$ cat src/rtl/cnt_ctl.sv
`default_nettype none
// ============================================================================
// Module   : cnt_ctl
// Brief    : Prescaled period counter, one-shot or periodic, sticky irq/ovr.
// Revision : 1.0
// ============================================================================
module cnt_ctl #(
    parameter int width  = 32,
    parameter int pwidth = 8
) (
    input  logic              clk,
    input  logic              rst,
    input  logic              load,
    input  logic [width-1:0]  top_in,
    input  logic [pwidth-1:0] pre_in,
    input  logic              start,
    input  logic              stop,
    input  logic              periodic,
    input  logic              ack,
    output logic [width-1:0]  cnt,
    output logic              running,
    output logic              irq,
    output logic              ovr
);

    localparam logic [0:0]        c_IDLE    = 1'b0;
    localparam logic [0:0]        c_RUN     = 1'b1;
    localparam logic [width-1:0]  c_CNT_ONE = width'(1);
    localparam logic [pwidth-1:0] c_PRE_ONE = pwidth'(1);

    logic [0:0]        r_state;
    logic [width-1:0]  r_top;
    logic [width-1:0]  r_cnt;
    logic [pwidth-1:0] r_pre;
    logic [pwidth-1:0] r_pcnt;
    logic              r_mode;
    logic              r_irq;
    logic              r_ovr;

    logic w_run;
    logic w_start_ok;
    logic w_tick;
    logic w_last;
    logic w_expire;

    assign w_run      = (r_state == c_RUN);
    assign w_start_ok = start && (r_top != '0);
    assign w_tick     = w_run && (r_pcnt == r_pre);
    assign w_last     = (r_cnt == (r_top - c_CNT_ONE));
    // A stop or restart in the same cycle pre-empts the expiry.
    assign w_expire   = w_tick && w_last && !stop && !w_start_ok;

    always_ff @(posedge clk) begin
        if (rst) begin
            r_state <= c_IDLE;
            r_cnt   <= '0;
            r_pcnt  <= '0;
            r_mode  <= 1'b0;
        end else if (stop) begin
            r_state <= c_IDLE;
            r_cnt   <= '0;
            r_pcnt  <= '0;
        end else if (w_start_ok) begin
            r_state <= c_RUN;
            r_cnt   <= '0;
            r_pcnt  <= '0;
            r_mode  <= periodic;
        end else if (w_run) begin
            if (w_tick) begin
                r_pcnt <= '0;
                if (w_last) begin
                    r_cnt <= '0;
                    if (!r_mode) begin
                        r_state <= c_IDLE;
                    end
                end else begin
                    r_cnt <= r_cnt + c_CNT_ONE;
                end
            end else begin
                r_pcnt <= r_pcnt + c_PRE_ONE;
            end
        end
    end

    // Configuration only changes while idle so an active period is never disturbed.
    always_ff @(posedge clk) begin
        if (rst) begin
            r_top <= '0;
            r_pre <= '0;
        end else if (load && !w_run) begin
            r_top <= top_in;
            r_pre <= pre_in;
        end
    end

    always_ff @(posedge clk) begin
        if (rst) begin
            r_irq <= 1'b0;
            r_ovr <= 1'b0;
        end else if (w_expire) begin
            r_irq <= 1'b1;
            r_ovr <= ack ? 1'b0 : (r_ovr | r_irq);
        end else if (ack) begin
            r_irq <= 1'b0;
            r_ovr <= 1'b0;
        end
    end

    assign cnt     = r_cnt;
    assign running = w_run;
    assign irq     = r_irq;
    assign ovr     = r_ovr;

endmodule
`default_nettype wire

$ cat config.mk
export PLATFORM = sky130hd
export DESIGN_NAME = cnt_ctl
export DESIGN_NICKNAME = d
export VERILOG_FILES = /design/src/rtl/cnt_ctl.sv
export SDC_FILE = /design/constraint.sdc
export NUM_CORES = 1
export LEC_CHECK = 0
export ABC_AREA = 1
export BUFFER_PORTS_ARGS = -buffer_cell sky130_fd_sc_hd__buf_2
export CAP_MARGIN = 15
export CORE_MARGIN = 2
export CORE_UTILIZATION = 30
export DETAILED_ROUTE_END_ITERATION = 6
export GPL_TIMING_DRIVEN = 0
export PLACE_DENSITY = 0.56
export SYNTH_ARGS = -nofsm -noshare
export SYNTH_HDL_FRONTEND = slang
export SYNTH_SLANG_ARGS = --single-unit
$ cat constraint.sdc
create_clock -name clk -period 4.6 [get_ports clk]
set_input_delay 1.38 -clock clk [delete_from_list [all_inputs] [get_ports clk]]
set_output_delay 1.38 -clock clk [all_outputs]
set_load 0.1 [all_outputs]
After elaboration in Yosys (flattened, before gate mapping):

Index checks and enable logic that the tools add are counted.

* reductions and logical operators: 15
* add/sub/neg operators: 3
* mux-type cells: 11
* bitwise gates (word level): 2
* eq/ne operators: 2

Operators with widths (count)
* $add 32x1->32 const B: 1
* $eq 32x32->1: 1
* $mux 32: 1
* $reduce_bool 32->1: 1
* $sub 32x1->32 const B: 1
* $mux 1: 9
* $add 8x1->8 const B: 1
* $eq 8x8->1: 1
* $mux 8: 1
* $logic_and 1x1->1: 6
* $reduce_and 2->1: 2
* $logic_not 1->1: 3
* $reduce_or 3->1: 1
* $reduce_bool 2->1: 1
* $reduce_or 2->1: 1
* $not 1->1: 1
* $or 1x1->1: 1

* bits in registers: 84
* input port bits: 47
* word-level logic and storage cells: 41
* output and inout port bits: 35

Longest topological paths before layout:

Gate-level depths: netlist (run 1).

* depth in word-level cells: 6
* depth in mapped cells: 18
* depth with buffers taken out: 17

Worst setup path after synthesis (run 1):

Ideal clock, no wire load.

* path type: register -> register
* start point: reg r_cnt[0], in the netlist cnt[0]
* end point: reg r_cnt[20], in the netlist cnt[20]
* period minus slack after synthesis: 2.765 ns
* arrival time: 2.654 ns
* library setup time: 0.112 ns
* buffers on the path: 0
* data required time: 4.488 ns
* cell stages (with the launch flop): 11
* setup slack: 1.835 ns
* cell sequence: dfxtp_1 > ha_1 > nand2_1 > nor3_1 > nand4_1 > nor2_1 > nand2_1 > nor2_2 > nand3_1 > nand2_1 > nor2_1

* cells in the longest elaborated chain, start to end: 2
* elaborated cells on any way between the ends: 3
* those cells by class: add/sub: 1; eq/ne: 1; mux: 1

Ends and longest elaborated chain
* from (decl): line 33 `logic [width-1:0] r_cnt;`
* from (signal assigned): line 77 `r_cnt <= r_cnt + c_CNT_ONE;`
* $add 32x1->32 or $eq 32x32->1 (tied branches): line 77, 49
* $mux 32 (*): line 71 `if (w_last) begin`

Mark *: on every way between the ends. The rest lies on a longest branch, timed or not.
A chain may end at the register's enable or synchronous reset.

Worst setup path in the final report (run 1):

* start point: reg r_cnt[25], in the netlist cnt[25]
* end point: out cnt[25]

RTL lines
* to (decl): line 20 `output logic [width-1:0] cnt,`

No word-level cell between the ends.

==> metrics.md, run 1 <==
| Metric | Value |
|---|---|
| Top-count cell post-synth | `nand2_1` |
| CP endpoint | `cnt[25]` |
| Crit path DAT | `1450 ps` |
| Area share of the largest cell type after synthesis | `31.42%` |
| Yosys top cell by area | `dfxtp_1` |
| Tightest Pin Transition | `roughly 770 ps` |
| Buffers on Ports | `just over 80` |
| Worst setup margin | `roughly 1800 ps` |
| DR DRC count | `0` |
| Initial DRC count | `roughly 270` |
| Crit path buffers/inverters | `1` |
| FILL cells | `approximately 1900` |
| I/O pin count | `slightly above 80` |
| Full die area | `18920 um2` |
| Pre-CTS setup slack | `approximately 1300 ps` |
| GRT Total Usage | `between 10% and 20%` |
| Die height | `around 140 um` |
| Min cycle time layout | `2833 ps` |
| DRT antenna net count | `0` |
| Critical path depth | `1` |
| Core ar. | `17360 um2` |
| HPWL Detailed | `13830 um` |
| Post-route design area | `6354 um2` |
| Post-synth net total | `898` |
| EDFF count, synth | `0` |
| CP Class | `reg -> out` |
| Final setup fails | `0` |
| Critical path required time | `between 3000 and 4000 ps` |
| Setup Skew | `about 9 ps` |
| Initial core utilization | `between 30% and 40%` |
| Max VDD drop | `about 0.20 mV` |
| Initial antenna violation count | `0` |
| Layout Nets | `just under 1000` |
| Reg clk slew, reported paths | `approximately 60 ps` |
| Top cells by instance count after synthesis | `nand2_1, nor2_1, inv_1` |
| PostCTS Resize Cnt | `0` |
| Die Wd | `about 140 um` |
| First-pass GRT wire length | `26430 um` |
| Vias in the first global route | `just over 5000` |
| CTS buffer count | `9` |
| CTS Sinks | `84` |
| RSZ-0062 raised after global routing | `false` |
| Total vias in the final route | `5515` |
| 1st-pass router iterations | `5` |
| R2r endpoint | `cnt[24]$_SDFFE_PP0P_` |
| Top post-synthesis cells by area | `dfxtp_1, nand2_1, nor2_1` |
| Avg Vias per Cell | `roughly 4.7` |
| Final period utilization | `61.60%` |
| CTS tree | `built` |
| F_max | `352.9 MHz` |
| P_leak | `2.804 nW` |
| Post-Syn Area per Cell | `approximately 6.3 um2` |
| Detailed Route WL | `between 15000 and 20000 um` |
| Syn Inst Count | `approximately 850` |
| Netlist cell types | `32` |
| Critical Path Source | `cnt[25]$_SDFFE_PP0P_` |
| Post-CTS setup buffer count | `0` |
| Worst skew pair latency | `350 ps` |
| Multi-input gate area | `3196 um2` |
| Wire length per cell | `~15 um` |
| CP endpoint kind | `output pin` |
| CP top delay family | `flip-flops` |
| Asr flop ratio synth | `0%` |
| Number of diodes | `0` |
| PwrDens | `between 200 and 300 nW/um2` |
| R2R cell count | `16` |
| Total gr overflow | `0` |
| Critical Path Slowest Stage Cell | `dfxtp_1` |
| Placed Instance Area | `approximately 6000 um2` |
| Reg area | `1682 um2` |
| Ys flop type | `dfxtp_1` |
| Slew headroom | `around 49%` |
| Root buffer selected by CTS | `clkbuf_16` |
| Sequential element share of the synthesized area | `about a third` |
| Worst Hold Class | `reg -> reg` |
| Total of max-cap violations | `0` |
| Yosys Warn Count | `0` |
| Pins over their slew limit | `0` |
| RR Startpoint | `r_top[0]$_SDFFE_PP0P_` |
| Worst-path maximum fanout | `6` |
| Hold Buf Count CTS | `0` |
| Routability cong. | `approximately 0.9` |
| Type of origin of the critical path | `flip-flop` |
| Maximum number of pins on one net before global-route repair | `15` |
| Final Hold Viols | `0` |
| Status | `completed` |
| Clock Path Buffers | `2` |
| Critical path cell sequence | `buf_2` |
| Overall Power | `between 1.5 and 2 mW` |
| Share of cells above drive strength 1 | `roughly an eighth` |
| Crit path largest cell delay | `a little under 600 ps` |
| Mapped Area | `5351 um2` |
| H-tree Lvls | `3` |
| FP Rows | `48` |
| Synth Register Bits | `84` |
| Setup_tns | `0 ps` |
| Worst reg-to-reg setup slack | `between 1500 and 2000 ps` |
| Area grow syn2layout | `18.73%` |
## placed cells by master (no fill, tap or decap), drive strengths merged, types with 27 or more instances in the layout
| cell | Yosys | final |
|---|---|---|
| o21ai | 55 | 55 |
| buf | 5 | 86 |
| nor3 | 27 | 27 |
| dfxtp | 84 | 84 |
| xor2 | 46 | 46 |
| inv | 102 | 103 |
| nand3 | 41 | 41 |
| a21oi | 37 | 37 |
| nand2 | 196 | 196 |
| nor2 | 168 | 168 |
## logic make-up (layout without fill, tap and decap cells)
group | Yosys count | count (layout) | share of synthesized area (%)
buf+inv | 120 | 217 | 8.861
compound gates | 102 | 102 | 10.01
xor+xnor | 61 | 61 | 10.12
simple gates | 478 | 478 | 38.88
flops | 84 | 84 | 31.42
fa+ha+maj | 3 | 3 | 0.7015
## metrics by stage
stage / utilization, % / std cells / hold WS (ps)
6_report: 36.61 / 1170 / 474.9
4_1_cts: 36.61 / 1170 / 474.9
3_5_place_dp: 34.79 / 1154 / 464.8
3_3_place_gp: 34.79 / 1154 / 458.6
5_1_grt: 36.61 / 1170 / 497.4
2_1_floorplan: - / 848 / 429.9
## state kept, by name, indices dropped and copies added (netlist names)
signal	count
cnt	32
running	1
r_pcnt	8
irq	1
ovr	1
r_pre	8
r_top	32
r_mode	1
## where the power goes
part           internal (mW)  switching [mW]  total, mW  leakage (nW)
sequential             0.756          0.0325      0.789         0.687
clock                  0.476           0.306      0.781         0.153
combinational          0.114           0.208      0.321          1.96
total                   1.35           0.546       1.89          2.80
## tightest hold or removal path: stages, from the launching register on
cell and delay [ps]:
dfxtp_1 310, nand3_1 70, nand2_1 50
## cell type report
cell class                 instances  share of cell area [%]
clock buffer                      10                   3.604
tap                              225                   4.431
buffer                            17                   1.378
sequential                        84                   26.47
inverter                         103                   6.085
clock inverter                     6                   1.359
multi-input combinational        644                   50.30
timing repair buffer              81                   6.380
## per-layer routing
| layer | wire length, um | vias to the layer above | track usage [%] | share of wire [%] |
|---|---|---|---|---|
| li1 | - | 2897 | - | - |
| met1 | 8077 | 2485 | 23.96 | 47 |
| met2 | 7871 | 107 | 30.82 | 46 |
| met3 | 758 | 26 | 4.415 | 4.5 |
| met4 | 314 | 0 | 5.155 | 1.8 |
| met5 | 0 | - | 0 | 0 |
## how the worst min path moves through the flow
stage,cells past startpoint,startpoint,endpoint,slack (ps)
finish,2,ovr$_SDFFE_PP0P_,ovr$_SDFFE_PP0P_,470
global route,2,r_pre[0]$_SDFFE_PP0P_,r_pre[0]$_SDFFE_PP0P_,500
global placement,2,r_pre[5]$_SDFFE_PP0P_,r_pre[5]$_SDFFE_PP0P_,460
detailed placement,2,r_pre[5]$_SDFFE_PP0P_,r_pre[5]$_SDFFE_PP0P_,460
CTS,2,r_pre[5]$_SDFFE_PP0P_,r_pre[5]$_SDFFE_PP0P_,470
floorplan,2,r_mode$_SDFFE_PP0P_,r_mode$_SDFFE_PP0P_,430
(Power assumes the default switching activity.)
==> inputs of run 2 (changes only) <==
--- a/config.mk
+++ b/config.mk
@@ -5,14 +5,14 @@
 export SDC_FILE = /design/constraint.sdc
 export NUM_CORES = 1
 export LEC_CHECK = 0
-export ABC_AREA = 1
+export ABC_AREA = 0
 export BUFFER_PORTS_ARGS = -buffer_cell sky130_fd_sc_hd__buf_2
 export CAP_MARGIN = 15
 export CORE_MARGIN = 2
 export CORE_UTILIZATION = 30
 export DETAILED_ROUTE_END_ITERATION = 6
 export GPL_TIMING_DRIVEN = 0
-export PLACE_DENSITY = 0.56
+export PLACE_DENSITY = 0.58
 export SYNTH_ARGS = -nofsm -noshare
 export SYNTH_HDL_FRONTEND = slang
 export SYNTH_SLANG_ARGS = --single-unit
==> constraint.sdc (replaced) <==
create_clock -name clk -period 2.35 [get_ports clk]
set_input_delay 0.705 -clock clk [delete_from_list [all_inputs] [get_ports clk]]
set_output_delay 0.705 -clock clk [all_outputs]
set_load 0.1 [all_outputs]
==> metrics.md, run 2 <==
| Metric | Value |
|---|---|
| Worst-path maximum fanout | `5 (-1)` |
| F_max | `approximately 310 MHz` |
| Crit path DAT | `3400 ps (+1950 ps)` |
| Syn Inst Count | `596 (-30%)` |
| Post-Syn Area per Cell | `8.280 um2 (+31%)` |
| FP Rows | `46 (-4.2%)` |
| Placed Instance Area | `5662 um2 (-6.2%)` |
| Pins over their slew limit | `0 (unchanged)` |
| Initial DRC count | `248 (-8.5%)` |
| CP endpoint kind | `flip-flop` |
| Number of diodes | `0 (unchanged)` |
| Final core occ | `39.46% (+2.9 points)` |
| Yosys Warn Count | `0 (unchanged)` |
| Area grow syn2layout | `27.94%` |
| Asr flop ratio synth | `0% (unchanged)` |
| Slew headroom | `47.25% (-1.4 points)` |
| CP Class | `reg -> reg` |
| Setup Skew | `5.059 ps (-3.949 ps)` |
| Worst setup margin | `-845.9 ps (-2612 ps)` |
| I/O pin count | `82 (unchanged)` |
| DRT antenna net count | `0 (unchanged)` |
| Yosys top cell by area | `dfxtp_1` |
| Worst reg-to-reg setup slack | `-850 ps (-2680 ps)` |
| Min cycle time layout | `3196 ps` |
| Final Hold Viols | `0 (unchanged)` |
| CTS Sinks | `84 (unchanged)` |
| Post-synth net total | `646 (-28%)` |
| Core ar. | `16000 um2 (-7.8%)` |
| 1st-pass router iterations | `5 (unchanged)` |
| Hold Path Depth | `2 (unchanged)` |
| Top post-synthesis cells by area | `dfxtp_1, xor2_1, nand2_1` |
| Max VDD drop | `0.3484 mV (+71%)` |
| Share of cells above drive strength 1 | `27.98% (+15 points)` |
| CTS tree | `built` |
| HP Start | `r_pre[6]$_SDFFE_PP0P_` |
| R2R cell count | `14 (-2)` |
| Maximum number of pins on one net before global-route repair | `14 (-1)` |
| H-tree Lvls | `3 (unchanged)` |
| Die Wd | `132.3 um (-3.9%)` |
| First-pass GRT wire length | `22240 um (-16%)` |
| Post-route design area | `6314 um2 (-0.63%)` |
| Pre-CTS setup slack | `-1143 ps (-2462 ps)` |
| Most frequent cells in the layout | `nand2_1, buf_2, dfxtp_1` |
| DR DRC count | `0 (unchanged)` |
| Critical path required time | `2550 ps (-670 ps)` |
| Wire length per cell | `14.88 um (+2.3%)` |
| P_leak | `2.403 nW (-14%)` |
| Root buffer selected by CTS | `clkbuf_16` |
| RR Startpoint | `r_top[1]$_SDFFE_PP0P_` |
| Top cells by instance count after synthesis | `nand2_1, dfxtp_1, xor2_1` |
| Top-count cell post-synth | `nand2_1` |
| Final setup fails | `43 (+43)` |
| Initial core utilization | `30.84% (about the same)` |
| Type of origin of the critical path | `flip-flop` |
| Mapped Area | `4935 um2 (-7.8%)` |
| Total gr overflow | `0 (unchanged)` |
| Avg Vias per Cell | `4.913 (+4.2%)` |
| Detailed Route WL | `13690 um (-20%)` |
| Hold Buf Count CTS | `0 (unchanged)` |
| HPWL Detailed | `10250 um (-26%)` |
| Reg clk slew, reported paths | `60 ps (about the same)` |
| Total vias in the final route | `4520 (-18%)` |
| Tightest Pin Transition | `791.3 ps (+20.80 ps)` |
| Leading cell type in the layout, fill and taps excluded | `nand2_1` |
| R2r endpoint | `cnt[9]$_SDFFE_PP0P_` |
| Setup_tns | `-29640 ps (-29640 ps)` |
| Final period utilization | `136.0%` |
| Status | `finished, violations left` |
| Worst skew pair latency | `350 ps (about the same)` |
| Min-Delay Endpoint | `r_pre[6]$_SDFFE_PP0P_` |
| Ys flop type | `dfxtp_1` |
| Initial antenna violation count | `0 (unchanged)` |
| Layout Cells excl Fill | `920 (-21%)` |
| Routability cong. | `0.8264 (-5.8%)` |
| Synth Register Bits | `84 (unchanged)` |
| GRT Total Usage | `16.04% (-2.5 points)` |
| Vias in the first global route | `4317 (-16%)` |
| Placed Cells incl. Taps | `892 (-23%)` |
| Worst Hold Class | `reg -> reg` |
| Netlist cell types | `63 (+97%)` |
| Buffers on Ports | `80 (-1.2%)` |
| Die height | `132.3 um (-3.9%)` |
| Area share of the largest cell type after synthesis | `34.08% (+2.7 points)` |
| Sequential element share of the synthesized area | `34.08% (+2.7 points)` |
| Full die area | `17490 um2 (-7.6%)` |
| Layout Nets | `750 (-24%)` |
| Total of max-cap violations | `0 (unchanged)` |
| Violated checks | `setup timing` |
| CTS buffer count | `9 (unchanged)` |
| PwrDens | `549.7 nW/um2 (+85%)` |
| RSZ-0062 raised after global routing | `true` |
| EDFF count, synth | `0 (unchanged)` |
| Clock Path Buffers | `2 (unchanged)` |
==> run 2: logic make-up after synthesis <==
group	Yosys count	synth area share, %
buffers and inverters	41	4.513
adder cells (fa/ha/maj)	3	0.7607
AO/OA/AOI/OAI	84	10.98
multiplexers	2	0.4310
XOR/XNOR	85	15.09
flip-flops	84	34.08
AND/OR/NAND/NOR	297	34.15
==> run 2: how the worst max path moves through the flow <==
stage	cells after the start	endpoint	slack (ps)	start
global route	14	cnt[9]$_SDFFE_PP0P_	-970	r_top[1]$_SDFFE_PP0P_
floorplan	11	cnt[10]$_SDFFE_PP0P_	-700	r_top[0]$_SDFFE_PP0P_
detailed placement	11	cnt[10]$_SDFFE_PP0P_	-1140	r_top[0]$_SDFFE_PP0P_
global placement	11	cnt[10]$_SDFFE_PP0P_	-1180	r_top[0]$_SDFFE_PP0P_
finish	14	cnt[9]$_SDFFE_PP0P_	-850	r_top[1]$_SDFFE_PP0P_
CTS	14	cnt[9]$_SDFFE_PP0P_	-800	r_top[0]$_SDFFE_PP0P_
==> run 2: critical path, stage by stage, from the launching register on <==
cell and delay [ps]:
dfxtp_2 340, inv_2 70, ha_4 130, nor4b_4 180, buf_4 180, nand4_4 130
or4_4 450, a41oi_2 220, a41oi_2 70, or4_4 530, nor4b_4 290, buf_6 190
buf_12 110, buf_12 110, nor3_2 40
==> run 2: cell type report <==
| class | count | area [um2] |
|---|---|---|
| timing repair buffer | 96 | 579.3 |
| buffer | 30 | 215.2 |
| tap | 216 | 270.3 |
| inverter | 8 | 32.53 |
| clock inverter | 4 | 25.02 |
| fill | 1722 | 9687 |
| sequential | 84 | 1694 |
| clock buffer | 11 | 252.7 |
| multi-input combinational | 471 | 3244 |
==> run 2: through the flow <==
step | hold slack [ps] | power (mW)
5_1_grt | 497.6 | 3.630
3_5_place_dp | 465.6 | 2.096
6_report | 468.8 | 3.470
2_1_floorplan | 447.8 | 1.940
4_1_cts | 474.1 | 3.491
3_3_place_gp | 464.1 | 2.094
==> run 2: report_power, final <==
group	switching (mW)	total, mW	internal, mW
registers	0.0616	1.53	1.47
logic	0.351	0.612	0.262
clock network	0.567	1.33	0.763
==> run 2: per-layer routing <==
layer | track usage (%) | routed length, um | share of wire, %
met1 | 21.02 | 6440 | 47
met2 | 25.43 | 6270 | 46
met3 | 4.152 | 700 | 5.1
met4 | 5.914 | 283 | 2.1
met5 | 0 | 0 | 0
==> run 2: timing repair <==
action | 4_1_cts | 5_1_grt
endpoints found under the setup margin | 44 | 44
gates cloned | 1 | 1
resized for setup | 31 | 14
buffers inserted | 12 | 3
pin swaps | 10 | 16
